## src/rtl/branch_predict_resolve_if.sv

```systemverilog
// Bundle of the fetch-side prediction and execute-side resolve signals
// exchanged between the pipeline and branch_predict_resolve.
//   master : pipeline side (drives PCs, EX branch info, ALU flags)
//   slave  : branch unit side (drives prediction, resolve results, statistics)
// CNT_W sets the width of the statistics counters and must match the unit's CNT_W.
interface branch_predict_resolve_if #(
    parameter int unsigned CNT_W = 16
);
    logic [31:0]      if_pc;
    logic             if_pred_taken;
    logic             ex_valid;
    logic             ex_branch;
    logic [2:0]       ex_funct3;
    logic [31:0]      ex_pc;
    logic             ex_pred_taken;
    logic             zero_flag;
    logic             carry_flag;
    logic             overflow_flag;
    logic             sign_flag;
    logic             br_taken;
    logic             br_mispredict;
    logic             br_illegal;
    logic [CNT_W-1:0] branch_count;
    logic [CNT_W-1:0] mispred_count;

    modport master (
        output if_pc, ex_valid, ex_branch, ex_funct3, ex_pc, ex_pred_taken,
               zero_flag, carry_flag, overflow_flag, sign_flag,
        input  if_pred_taken, br_taken, br_mispredict, br_illegal,
               branch_count, mispred_count
    );

    modport slave (
        input  if_pc, ex_valid, ex_branch, ex_funct3, ex_pc, ex_pred_taken,
               zero_flag, carry_flag, overflow_flag, sign_flag,
        output if_pred_taken, br_taken, br_mispredict, br_illegal,
               branch_count, mispred_count
    );
endinterface

```

## src/rtl/branch_predict_resolve.sv

```systemverilog
// RV32I conditional branch resolve (EX) and bimodal direction prediction (IF).
// Ports:
//   clk  : rising-edge clock
//   rst  : synchronous active-high reset
//   bus  : branch_predict_resolve_if.slave
//          in : if_pc, ex_valid, ex_branch, ex_funct3, ex_pc, ex_pred_taken,
//               zero/carry/overflow/sign flags of rs1 - rs2
//          out: if_pred_taken (comb.), br_taken/br_mispredict/br_illegal
//               (registered, one cycle after EX), branch_count, mispred_count
// Parameters: IDX_W (table index width), MODE (0 static NT, 1 bimodal),
//             CNT_W (statistics counter width).
module branch_predict_resolve #(
    parameter int unsigned IDX_W = 4,
    parameter int unsigned MODE  = 1,
    parameter int unsigned CNT_W = 16
) (
    input logic                     clk,
    input logic                     rst,
    branch_predict_resolve_if.slave bus
);
    localparam int unsigned ENTRIES = 2 ** IDX_W;

    logic [1:0]       table_q [ENTRIES];
    logic [IDX_W-1:0] rd_idx;
    logic [IDX_W-1:0] wr_idx;

    logic res_en;
    logic taken_c;
    logic illegal_c;
    logic mispred_c;

    logic             br_taken_q;
    logic             br_mispredict_q;
    logic             br_illegal_q;
    logic [CNT_W-1:0] branch_count_q;
    logic [CNT_W-1:0] mispred_count_q;

    assign rd_idx = bus.if_pc[IDX_W+1:2];
    assign wr_idx = bus.ex_pc[IDX_W+1:2];
    assign res_en = bus.ex_valid & bus.ex_branch;

    always_comb begin
        taken_c   = 1'b0;
        illegal_c = 1'b0;
        if (res_en) begin
            unique case (bus.ex_funct3)
                3'b000:  taken_c = bus.zero_flag;
                3'b001:  taken_c = ~bus.zero_flag;
                3'b100:  taken_c = bus.sign_flag ^ bus.overflow_flag;
                3'b101:  taken_c = ~(bus.sign_flag ^ bus.overflow_flag);
                3'b110:  taken_c = ~bus.carry_flag;
                3'b111:  taken_c = bus.carry_flag;
                default: illegal_c = 1'b1;
            endcase
        end
        // Illegal encodings resolve not-taken, so a taken prediction is a mispredict.
        mispred_c = res_en & (taken_c != bus.ex_pred_taken);
    end

    // Combinational read of the pre-edge table: an update on this edge is seen next cycle.
    assign bus.if_pred_taken = (MODE == 1) ? table_q[rd_idx][1] : 1'b0;

    always_ff @(posedge clk) begin
        if (rst) begin
            table_q         <= '{default: 2'b01};
            br_taken_q      <= 1'b0;
            br_mispredict_q <= 1'b0;
            br_illegal_q    <= 1'b0;
            branch_count_q  <= '0;
            mispred_count_q <= '0;
        end else begin
            br_taken_q      <= taken_c;
            br_mispredict_q <= mispred_c;
            br_illegal_q    <= illegal_c;

            if ((MODE == 1) && res_en && !illegal_c) begin
                if (taken_c && (table_q[wr_idx] != 2'b11))
                    table_q[wr_idx] <= table_q[wr_idx] + 2'b01;
                else if (!taken_c && (table_q[wr_idx] != 2'b00))
                    table_q[wr_idx] <= table_q[wr_idx] - 2'b01;
            end

            if (res_en && (branch_count_q != '1))
                branch_count_q <= branch_count_q + 1'b1;
            if (mispred_c && (mispred_count_q != '1))
                mispred_count_q <= mispred_count_q + 1'b1;
        end
    end

    assign bus.br_taken      = br_taken_q;
    assign bus.br_mispredict = br_mispredict_q;
    assign bus.br_illegal    = br_illegal_q;
    assign bus.branch_count  = branch_count_q;
    assign bus.mispred_count = mispred_count_q;

    // PC bits outside the index field are intentionally ignored.
    logic unused_pc_bits;
    assign unused_pc_bits = ^{bus.if_pc[31:IDX_W+2], bus.if_pc[1:0],
                              bus.ex_pc[31:IDX_W+2], bus.ex_pc[1:0]};
endmodule
```

## src/flat_wrapper.sv

```systemverilog
// flat-port wrapper written by rule: the top's interface ports become plain ports
module branch_predict_resolve_flat 
#(
    parameter int unsigned IDX_W = 4,
    parameter int unsigned MODE  = 1,
    parameter int unsigned CNT_W = 16
)
  (clk, rst, bus_if_pc, bus_ex_valid, bus_ex_branch, bus_ex_funct3, bus_ex_pc, bus_ex_pred_taken, bus_zero_flag, bus_carry_flag, bus_overflow_flag, bus_sign_flag, bus_if_pred_taken, bus_br_taken, bus_br_mispredict, bus_br_illegal, bus_branch_count, bus_mispred_count);
  branch_predict_resolve_if #(.CNT_W(CNT_W)) bus_i ();
  input logic clk;
  input logic rst;
  input wire logic [$bits(bus_i.if_pc)-1:0] bus_if_pc;
  input wire logic [$bits(bus_i.ex_valid)-1:0] bus_ex_valid;
  input wire logic [$bits(bus_i.ex_branch)-1:0] bus_ex_branch;
  input wire logic [$bits(bus_i.ex_funct3)-1:0] bus_ex_funct3;
  input wire logic [$bits(bus_i.ex_pc)-1:0] bus_ex_pc;
  input wire logic [$bits(bus_i.ex_pred_taken)-1:0] bus_ex_pred_taken;
  input wire logic [$bits(bus_i.zero_flag)-1:0] bus_zero_flag;
  input wire logic [$bits(bus_i.carry_flag)-1:0] bus_carry_flag;
  input wire logic [$bits(bus_i.overflow_flag)-1:0] bus_overflow_flag;
  input wire logic [$bits(bus_i.sign_flag)-1:0] bus_sign_flag;
  output wire logic [$bits(bus_i.if_pred_taken)-1:0] bus_if_pred_taken;
  output wire logic [$bits(bus_i.br_taken)-1:0] bus_br_taken;
  output wire logic [$bits(bus_i.br_mispredict)-1:0] bus_br_mispredict;
  output wire logic [$bits(bus_i.br_illegal)-1:0] bus_br_illegal;
  output wire logic [$bits(bus_i.branch_count)-1:0] bus_branch_count;
  output wire logic [$bits(bus_i.mispred_count)-1:0] bus_mispred_count;
  assign bus_i.if_pc = bus_if_pc;
  assign bus_i.ex_valid = bus_ex_valid;
  assign bus_i.ex_branch = bus_ex_branch;
  assign bus_i.ex_funct3 = bus_ex_funct3;
  assign bus_i.ex_pc = bus_ex_pc;
  assign bus_i.ex_pred_taken = bus_ex_pred_taken;
  assign bus_i.zero_flag = bus_zero_flag;
  assign bus_i.carry_flag = bus_carry_flag;
  assign bus_i.overflow_flag = bus_overflow_flag;
  assign bus_i.sign_flag = bus_sign_flag;
  assign bus_if_pred_taken = bus_i.if_pred_taken;
  assign bus_br_taken = bus_i.br_taken;
  assign bus_br_mispredict = bus_i.br_mispredict;
  assign bus_br_illegal = bus_i.br_illegal;
  assign bus_branch_count = bus_i.branch_count;
  assign bus_mispred_count = bus_i.mispred_count;
  branch_predict_resolve #(.IDX_W(IDX_W), .MODE(MODE), .CNT_W(CNT_W)) u_core (.clk(clk), .rst(rst), .bus(bus_i));
endmodule
```

## config.mk

```make
export PLATFORM = sky130hd
export DESIGN_NAME = branch_predict_resolve_flat
export DESIGN_NICKNAME = d
export VERILOG_FILES = /design/src/rtl/branch_predict_resolve_if.sv /design/src/rtl/branch_predict_resolve.sv /design/src/flat_wrapper.sv
export SDC_FILE = /design/constraint.sdc
export NUM_CORES = 1
export LEC_CHECK = 0
export ABC_AREA = 1
export CAP_MARGIN = 30
export CORE_UTILIZATION = 40
export CTS_CLUSTER_SIZE = 16
export DETAILED_ROUTE_END_ITERATION = 7
export PLACE_DENSITY_LB_ADDON = 0.05
export SYNTH_ARGS = -nofsm -noshare
export SYNTH_HDL_FRONTEND = slang
export SYNTH_SLANG_ARGS = --single-unit
```

## constraint.sdc

```tcl
create_clock -name clk -period 3.9 [get_ports clk]
set_clock_uncertainty 0.2 [all_clocks]
set_input_delay 0.78 -clock clk [delete_from_list [all_inputs] [get_ports clk]]
set_output_delay 0.78 -clock clk [all_outputs]
set_load 0.01 [all_outputs]
```

==> flow_summary.ini, run 1 <==
[clocking]
clkSlewWorstSetupHoldPaths_ns = 0.07
htree_levels = 3
clk-insertion-delay-late_ns = 0.36
post-cts-setup-buffers = 0
cts_sinks = 67
cts_tree = yes
cts.path.max_buffers = 2
cts_hold_buffers = 0
clock_tree.root_cell = sky130_fd_sc_hd__clkbuf_8
cts_made_buffers = 9
post_cts.resized_instances = 0

[die]
fp.dieArea_um2 = 10160
core-area_um2 = 9328
ios = 112
initial_standard_cell_utilization_of_the_core_pct = 41.86
rows = 35
die-height_um = 100.8
chip_width_um = 100.8

[layout]
finalNetCount = 723
layout-drive-gt1-share_pct = 8.333
area_growth_pct = 23.10
post_layout_nonfiller_instances = 777
multi_input_area_um2 = 2177
regArea_um2 = 1341
antennaDiodeCount = 0
layout.cell_area.non_filler_um2 = 4807
fillCellCount = 979

[timing]
final-hold-violation-count = 0
final_min_period_over_clock_period_pct = 94.45
timing.final.max_slew_violations = 0
clock.fmax_ghz = 0.2715
setup_tns_ns = 0
setup_repair_after_global_routing_missed_its_margin = no
finalSetupViolations = 0
layout_setup_ws_ns = 0.2164
layout_min_cycle_time_ns = 3.684
worst_slew_margin_rel_pct = 67.79
timing_worst_slew_pin_value_ns = 0.4817

[detailed_routing]
drt_wl_total_mm = 10.10
detail-route-antenna-nets = 0
dr_total_vias = 3912
remaining_drc_errors = 0
vias_per_cell = 5.035
wire_per_inst_um = 13.00
dr.first_iter.drc_count = 120
detail_route.first_pass.iterations = 4

[critical_path]
cp_launch_type = primary input
critical-path-max-stage-delay_ns = 0.77
required_ns = 2.92
timing.critical_path.cells = clkdlybuf4s50_1 -> o21ai_0 -> a21oi_1 -> nor2_1 -> o31ai_1 -> clkdlybuf4s50_1
timing.critical_path.arrival_ns = 2.70
crit_type = primary input to output port
kind_of_cell_adding_the_most_delay_to_the_critical_path = buffers and inverters
critical_path.n_buffers_inverters = 2
critical_path_cell_with_the_highest_stage_delay = sky130_fd_sc_hd__clkdlybuf4s50_1
flop_to_flop_setup_slack_ns = 1.57
worst-path-max-fanout = 16
cp-end-kind = output port
worst_path_most_repeated_cell = sky130_fd_sc_hd__clkdlybuf4s50_1

[yosys]
synth-xor-area-share_pct = 3.589
synth.ff_latch_count = 67
synth.lib_cells_used.distinct = 36
post_synth.cell_area_avg_um2 = 6.652
post_synth_mux_area_share_pct = 0
synth_sequential_area_ratio_pct = 34.35
ys.warnings.count = 0
synth_top_cell_by_area = sky130_fd_sc_hd__dfxtp_1
postSynthNetCount = 667
ys_dominant_reg_cell = sky130_fd_sc_hd__dfxtp_1
yosysTopAreaCellShare_pct = 34.35
synth-simple-area-share_pct = 38.74
postSynthCellCount = 587
synth_top_cells_by_area = sky130_fd_sc_hd__dfxtp_1 (34%), sky130_fd_sc_hd__nand2_1 (12%), sky130_fd_sc_hd__nand3_1 (8.5%)
async_flop_share_pct = 0
post_synth_instance_area_um2 = 3905
synthAdderAreaFrac_pct = 1.282
synth_top_family_by_area = simple AND/OR/NAND/NOR gates
synth_edf_count = 0
synth_compound_gate_area_share_pct = 12.14

[placed_design]
placedCellCount = 761
place_area_um2 = 4581
place.port_buffers = 55
pre_cts_slack_ns = 0.1008
final_replace_weighted_congestion = 0.8578
hpwlAfterDp_mm = 7.091

[global_routing]
grt_first_pass_wirelength_mm = 17.37
via_count_of_the_first_global_routing_pass = 3722
grt_use_total_pct = 21.70
grt_antenna_before_repair = 0
globalRouteOverflowTotal = 0
grt_max_degree = 30

[run_status]
status = complete, no violations

[run]
max_cap_violations = 0

[pwr]
leakage_power_figure_nw = 1.944
power-per-cell-area_nw_per_um2 = 314.8
peakVddDrop_mv = 0.1764

[worst_hold_path]
worst_hold_path_type = register to register
cells in the final DEF (no fill, tap or decap), types with 2 or more instances in the layout:
cell,count
sky130_fd_sc_hd__nand4_1,18
sky130_fd_sc_hd__o22ai_1,13
sky130_fd_sc_hd__o21ai_0,24
sky130_fd_sc_hd__clkinvlp_4,2
sky130_fd_sc_hd__ha_1,4
sky130_fd_sc_hd__dfxtp_1,67
sky130_fd_sc_hd__nor3_1,11
sky130_fd_sc_hd__o21ai_1,3
sky130_fd_sc_hd__nand3_4,3
sky130_fd_sc_hd__inv_1,67
sky130_fd_sc_hd__nand2_1,120
sky130_fd_sc_hd__nand2_2,4
sky130_fd_sc_hd__nand3_1,66
sky130_fd_sc_hd__bufinv_16,2
sky130_fd_sc_hd__inv_2,4
sky130_fd_sc_hd__nor2_2,4
sky130_fd_sc_hd__clkbuf_8,10
sky130_fd_sc_hd__xor2_1,11
sky130_fd_sc_hd__nand3_2,7
sky130_fd_sc_hd__a21oi_4,2
sky130_fd_sc_hd__nor2_1,83
sky130_fd_sc_hd__buf_4,8
sky130_fd_sc_hd__clkdlybuf4s50_1,55
sky130_fd_sc_hd__xnor2_1,5
sky130_fd_sc_hd__nand2_4,2
sky130_fd_sc_hd__a21oi_1,39
power breakdown:
group          internal (W)  total, W  switching (W)
clock network      0.000377  0.000667       0.000290
registers          0.000689  0.000693     0.00000375
logic             0.0000543  0.000153      0.0000987
kinds of logic after synthesis:
kind of cell / Yosys count
buffers and inverters: 91
AO/OA/AOI/OAI: 85
AND/OR/NAND/NOR: 324
flip-flops: 67
adder cells (fa/ha/maj): 4
XOR/XNOR: 16
stage by stage:
step	util, %	power (W)	hold WS, ns
floorplan	-	0.0008033	0.2424
global placement	49.11	0.0008603	0.2563
detailed placement	49.11	0.0008625	0.2566
CTS	51.54	0.001530	0.2804
global route	51.54	0.001584	0.2984
finish	51.54	0.001513	0.2762
layout make-up:
type                       instances  share of cell area [%]
sequential                        67                   27.90
timing repair buffer              64                   13.12
inverter                          72                   5.622
tap                              129                   3.358
clock inverter                     6                   1.848
clock buffer                      10                   2.863
multi-input combinational        429                   45.29
worst paths after layout:
path,start,depth (start not counted),end
setup / recovery,bus_if_pc[2],6,bus_if_pred_taken
hold / removal,register,2,register
setup reg to reg,u_core.table_q[13],11,u_core.table_q[27]
hold reg to reg,register,2,register
cell usage after synthesis (5+ instances only):
library cell and number:
sky130_fd_sc_hd__nor2_1 83, sky130_fd_sc_hd__a21oi_1 39, sky130_fd_sc_hd__o22ai_1 13, sky130_fd_sc_hd__nand3_2 7, sky130_fd_sc_hd__o21ai_0 24, sky130_fd_sc_hd__dfxtp_1 67
sky130_fd_sc_hd__nand3_1 66, sky130_fd_sc_hd__xnor2_1 5, sky130_fd_sc_hd__buf_4 5, sky130_fd_sc_hd__xor2_1 11, sky130_fd_sc_hd__clkbuf_1 8, sky130_fd_sc_hd__nand4_1 18
sky130_fd_sc_hd__inv_1 67, sky130_fd_sc_hd__nor3_1 11, sky130_fd_sc_hd__nand2_1 120
layer usage:
layer,routed length [um],GRT usage [%]
met4,95,7.692
met5,0,0
met2,4834,36.72
met1,4675,27.02
met3,499,4.993
worst reg2reg max path, cell delays in order, from the launching register on:
cell,delay [ns]
sky130_fd_sc_hd__dfxtp_1,0.31
sky130_fd_sc_hd__inv_1,0.09
sky130_fd_sc_hd__o22ai_1,0.10
sky130_fd_sc_hd__o21ai_0,0.21
sky130_fd_sc_hd__nand4_1,0.19
sky130_fd_sc_hd__ha_1,0.23
sky130_fd_sc_hd__inv_1,0.15
sky130_fd_sc_hd__nand3_4,0.15
sky130_fd_sc_hd__a21oi_4,0.16
sky130_fd_sc_hd__buf_4,0.25
sky130_fd_sc_hd__nand3_1,0.10
sky130_fd_sc_hd__a21oi_1,0.13
No activity file was read; power rests on OpenSTA's default activity.
==> run 2, diff against run 1 <==
--- a/config.mk
+++ b/config.mk
@@ -5,10 +5,11 @@
 export SDC_FILE = /design/constraint.sdc
 export NUM_CORES = 1
 export LEC_CHECK = 0
-export ABC_AREA = 1
+export ABC_AREA = 0
 export CAP_MARGIN = 30
+export CORE_MARGIN = 1
 export CORE_UTILIZATION = 40
-export CTS_CLUSTER_SIZE = 16
+export CTS_CLUSTER_SIZE = 30
 export DETAILED_ROUTE_END_ITERATION = 7
 export PLACE_DENSITY_LB_ADDON = 0.05
 export SYNTH_ARGS = -nofsm -noshare
==> run 2 against run 1 <==
  * Non-clock buffer count up 7
  * Final area fell by 7.7%
  * Clock-buffer cell count rose by 1
  * Setup slack better by 0.12 ns
  * Total power rose by 1.2%
  * Largest power group unchanged
==> flow_summary.ini, run 2 <==
[critical_path]
flop_to_flop_setup_slack_ns = 1.16
timing.critical_path.cells = clkdlybuf4s50_1 -> buf_12 -> mux4_2 -> mux4_2 -> ha_1 -> o21ai_1 -> buf_4 -> nand3_1 -> buf_4 -> o21ai_0 -> o311ai_1
critical_path.n_buffers_inverters = 4
required_ns = 3.92
crit-reg2reg-launch = u_core.table_q[1]
reg2regPathDepth = 9
timing.critical_path.arrival_ns = 3.58
critical_path_cell_with_the_highest_stage_delay = sky130_fd_sc_hd__mux4_2
crit_type = primary input to register
worst-path-max-fanout = 10
cp-end-kind = register
cp_launch_type = primary input
critical-path-max-stage-delay_ns = 0.52
kind_of_cell_adding_the_most_delay_to_the_critical_path = buffers and inverters

[pwr]
leakage_power_figure_nw = 1.539
peakVddDrop_mv = 0.1287
power-per-cell-area_nw_per_um2 = 345.4
total_power_w = 0.001532

[global_routing]
globalRouteOverflowTotal = 0
grt_antenna_before_repair = 0
grt_first_pass_wirelength_mm = 13.71
via_count_of_the_first_global_routing_pass = 2731
grt_use_total_pct = 19.83
grt_max_degree = 35

[run]
max_cap_violations = 0

[layout]
antennaDiodeCount = 0
multi_input_area_um2 = 1983
mostFrequentLayoutCells = sky130_fd_sc_hd__dfxtp_1 (67), sky130_fd_sc_hd__clkdlybuf4s50_1 (54), sky130_fd_sc_hd__nor2_1 (36), sky130_fd_sc_hd__nand2_1 (31), sky130_fd_sc_hd__mux2i_1 (19)
layout_commonest_cell = sky130_fd_sc_hd__dfxtp_1
regArea_um2 = 1341
fillCellCount = 771
finalNetCount = 513
area_growth_pct = 28.26
layout-drive-gt1-share_pct = 12.33

[timing]
layout_min_cycle_time_ns = 3.559
finalSetupViolations = 0
final-hold-violation-count = 0
layout_setup_ws_ns = 0.3406
timing.final.max_slew_violations = 0
worst_slew_margin_rel_pct = 65.15
clock.fmax_ghz = 0.2810
final_min_period_over_clock_period_pct = 91.27
timing_worst_slew_pin_value_ns = 0.5228
setup_repair_after_global_routing_missed_its_margin = no

[placed_design]
place.port_buffers = 55
pre_cts_slack_ns = -0.01613
final_replace_weighted_congestion = 0.7830
hpwlAfterDp_mm = 5.734

[yosys]
synth.ff_latch_count = 67
synth_top_family_by_area = simple AND/OR/NAND/NOR gates
async_flop_share_pct = 0
synth_top_cells_by_area = sky130_fd_sc_hd__dfxtp_1 (39%), sky130_fd_sc_hd__mux4_2 (9.1%), sky130_fd_sc_hd__mux2i_1 (5.5%)
post_synth.cell_area_avg_um2 = 9.222
synth_most_common_cell = sky130_fd_sc_hd__dfxtp_1
synth-simple-area-share_pct = 21.78
ys.warnings.count = 0
post_synth_mux_area_share_pct = 14.62
synth_commonest_cells = sky130_fd_sc_hd__dfxtp_1 (67), sky130_fd_sc_hd__nor2_1 (36), sky130_fd_sc_hd__nand2_1 (31)
postSynthCellCount = 375
synthAdderAreaFrac_pct = 1.447
synth_top_cell_by_area = sky130_fd_sc_hd__dfxtp_1
yosysTopAreaCellShare_pct = 38.78
synth_edf_count = 0
postSynthNetCount = 455
synth_compound_gate_area_share_pct = 13.71
ys_dominant_reg_cell = sky130_fd_sc_hd__dfxtp_1
synth-xor-area-share_pct = 5.789
post_synth_instance_area_um2 = 3458
synth.lib_cells_used.distinct = 50
synth_sequential_area_ratio_pct = 38.78

[die]
core-area_um2 = 8299
ios = 112
rows = 33
die-height_um = 94.98
fp.dieArea_um2 = 9021
initial_standard_cell_utilization_of_the_core_pct = 41.67
chip_width_um = 94.98

[clocking]
clock_tree.root_cell = sky130_fd_sc_hd__clkbuf_8
cts_made_buffers = 9
clk-insertion-delay-late_ns = 0.35
clkSlewWorstSetupHoldPaths_ns = 0.08
cts.path.max_buffers = 2
htree_levels = 3
cts_sinks = 67
post-cts-setup-buffers = 0
cts_tree = yes

[worst_hold_path]
hold_path_start = u_core.table_q[3]
hold_end = u_core.table_q[3]
timing.hold.worst_path_depth = 2
worst_hold_path_type = register to register

[detailed_routing]
drt_wl_total_mm = 8.290
dr_total_vias = 3015
wire_per_inst_um = 15.27
dr.first_iter.drc_count = 94
detail_route.first_pass.iterations = 4
detail-route-antenna-nets = 0
vias_per_cell = 5.552
remaining_drc_errors = 0

[run_status]
status = complete, no violations
-- run 2: layout make-up --
type | count | share of cell area (%)
clock buffers | 11 | 3.413
clock inverters | 5 | 1.890
inverters | 9 | 0.7616
multi-input cells | 275 | 44.71
flip-flops and latches | 67 | 30.24
well taps | 105 | 2.962
repair buffers | 71 | 16.02
-- run 2: timing repair --
item | CTS | global route
gates resized for setup | 0 | 1
hold buffers | 0 | 0
setup endpoints to repair | 0 | 1
-- run 2: worst max-delay path by stage --
stage | startpoint | to | slack [ns] | cells after the start
floorplan | bus_ex_pc[2] | register | 0.35 | 12
global placement | bus_ex_pc[2] | register | -0.03 | 11
detailed placement | bus_ex_pc[2] | register | -0.02 | 11
CTS | bus_if_pc[2] | bus_if_pred_taken | 0.06 | 5
global route | bus_ex_pc[2] | register | 0.21 | 11
finish | bus_ex_pc[2] | register | 0.34 | 11
-- run 2: through the flow --
| stage | cells | area (um^2) | setup TNS, ns | hold slack (ns) | utilization (%) |
|---|---|---|---|---|---|
| final | 543 | 4436 | 0 | 0.2734 | 53.44 |
| after CTS | 543 | 4433 | 0 | 0.2776 | 53.41 |
| after global placement | 527 | 4198 | -0.1083 | 0.2524 | 50.58 |
| after detailed placement | 527 | 4198 | -0.04763 | 0.2598 | 50.58 |
| after floorplan | 375 | 3458 | 0 | 0.2395 | - |
| after global routing | 543 | 4436 | 0 | 0.3021 | 53.44 |
-- run 2: cells by family after synthesis --
family                   after synthesis
multiplexers                          33
AO/OA/AOI/OAI                         71
adder cells (fa/ha/maj)                4
AND/OR/NAND/NOR                      146
flip-flops                            67
XOR/XNOR                              21
buffers and inverters                 33
-- run 2: worst min-delay path, stage by stage (launching register included) --
cell                      delay (ns)
sky130_fd_sc_hd__dfxtp_1        0.32
sky130_fd_sc_hd__nand2_1        0.05
sky130_fd_sc_hd__mux2i_1        0.05
-- run 2: power breakdown --
| part | leakage [nW] | switching (W) | internal (W) |
|---|---|---|---|
| Combinational | 0.886 | 0.0000849 | 0.0000700 |
| Sequential | 0.541 | 0.00000499 | 0.000689 |
| Clock | 0.112 | 0.000286 | 0.000397 |
-- run 2: metal layers --
layer,track usage [%],wire [um],up-vias
li1,-,-,1515
met1,26.44,3893,1425
met2,31.35,3832,67
met3,5.072,474,8
met4,6.061,91,0
met5,0,0,-
==> run 3, diff against run 2 <==
--- a/config.mk
+++ b/config.mk
@@ -5,7 +5,6 @@
 export SDC_FILE = /design/constraint.sdc
 export NUM_CORES = 1
 export LEC_CHECK = 0
-export ABC_AREA = 0
 export CAP_MARGIN = 30
 export CORE_MARGIN = 1
 export CORE_UTILIZATION = 40
==> results of run 3 <==
No change in the layout: final DEF, timing and power equal those of run 2.
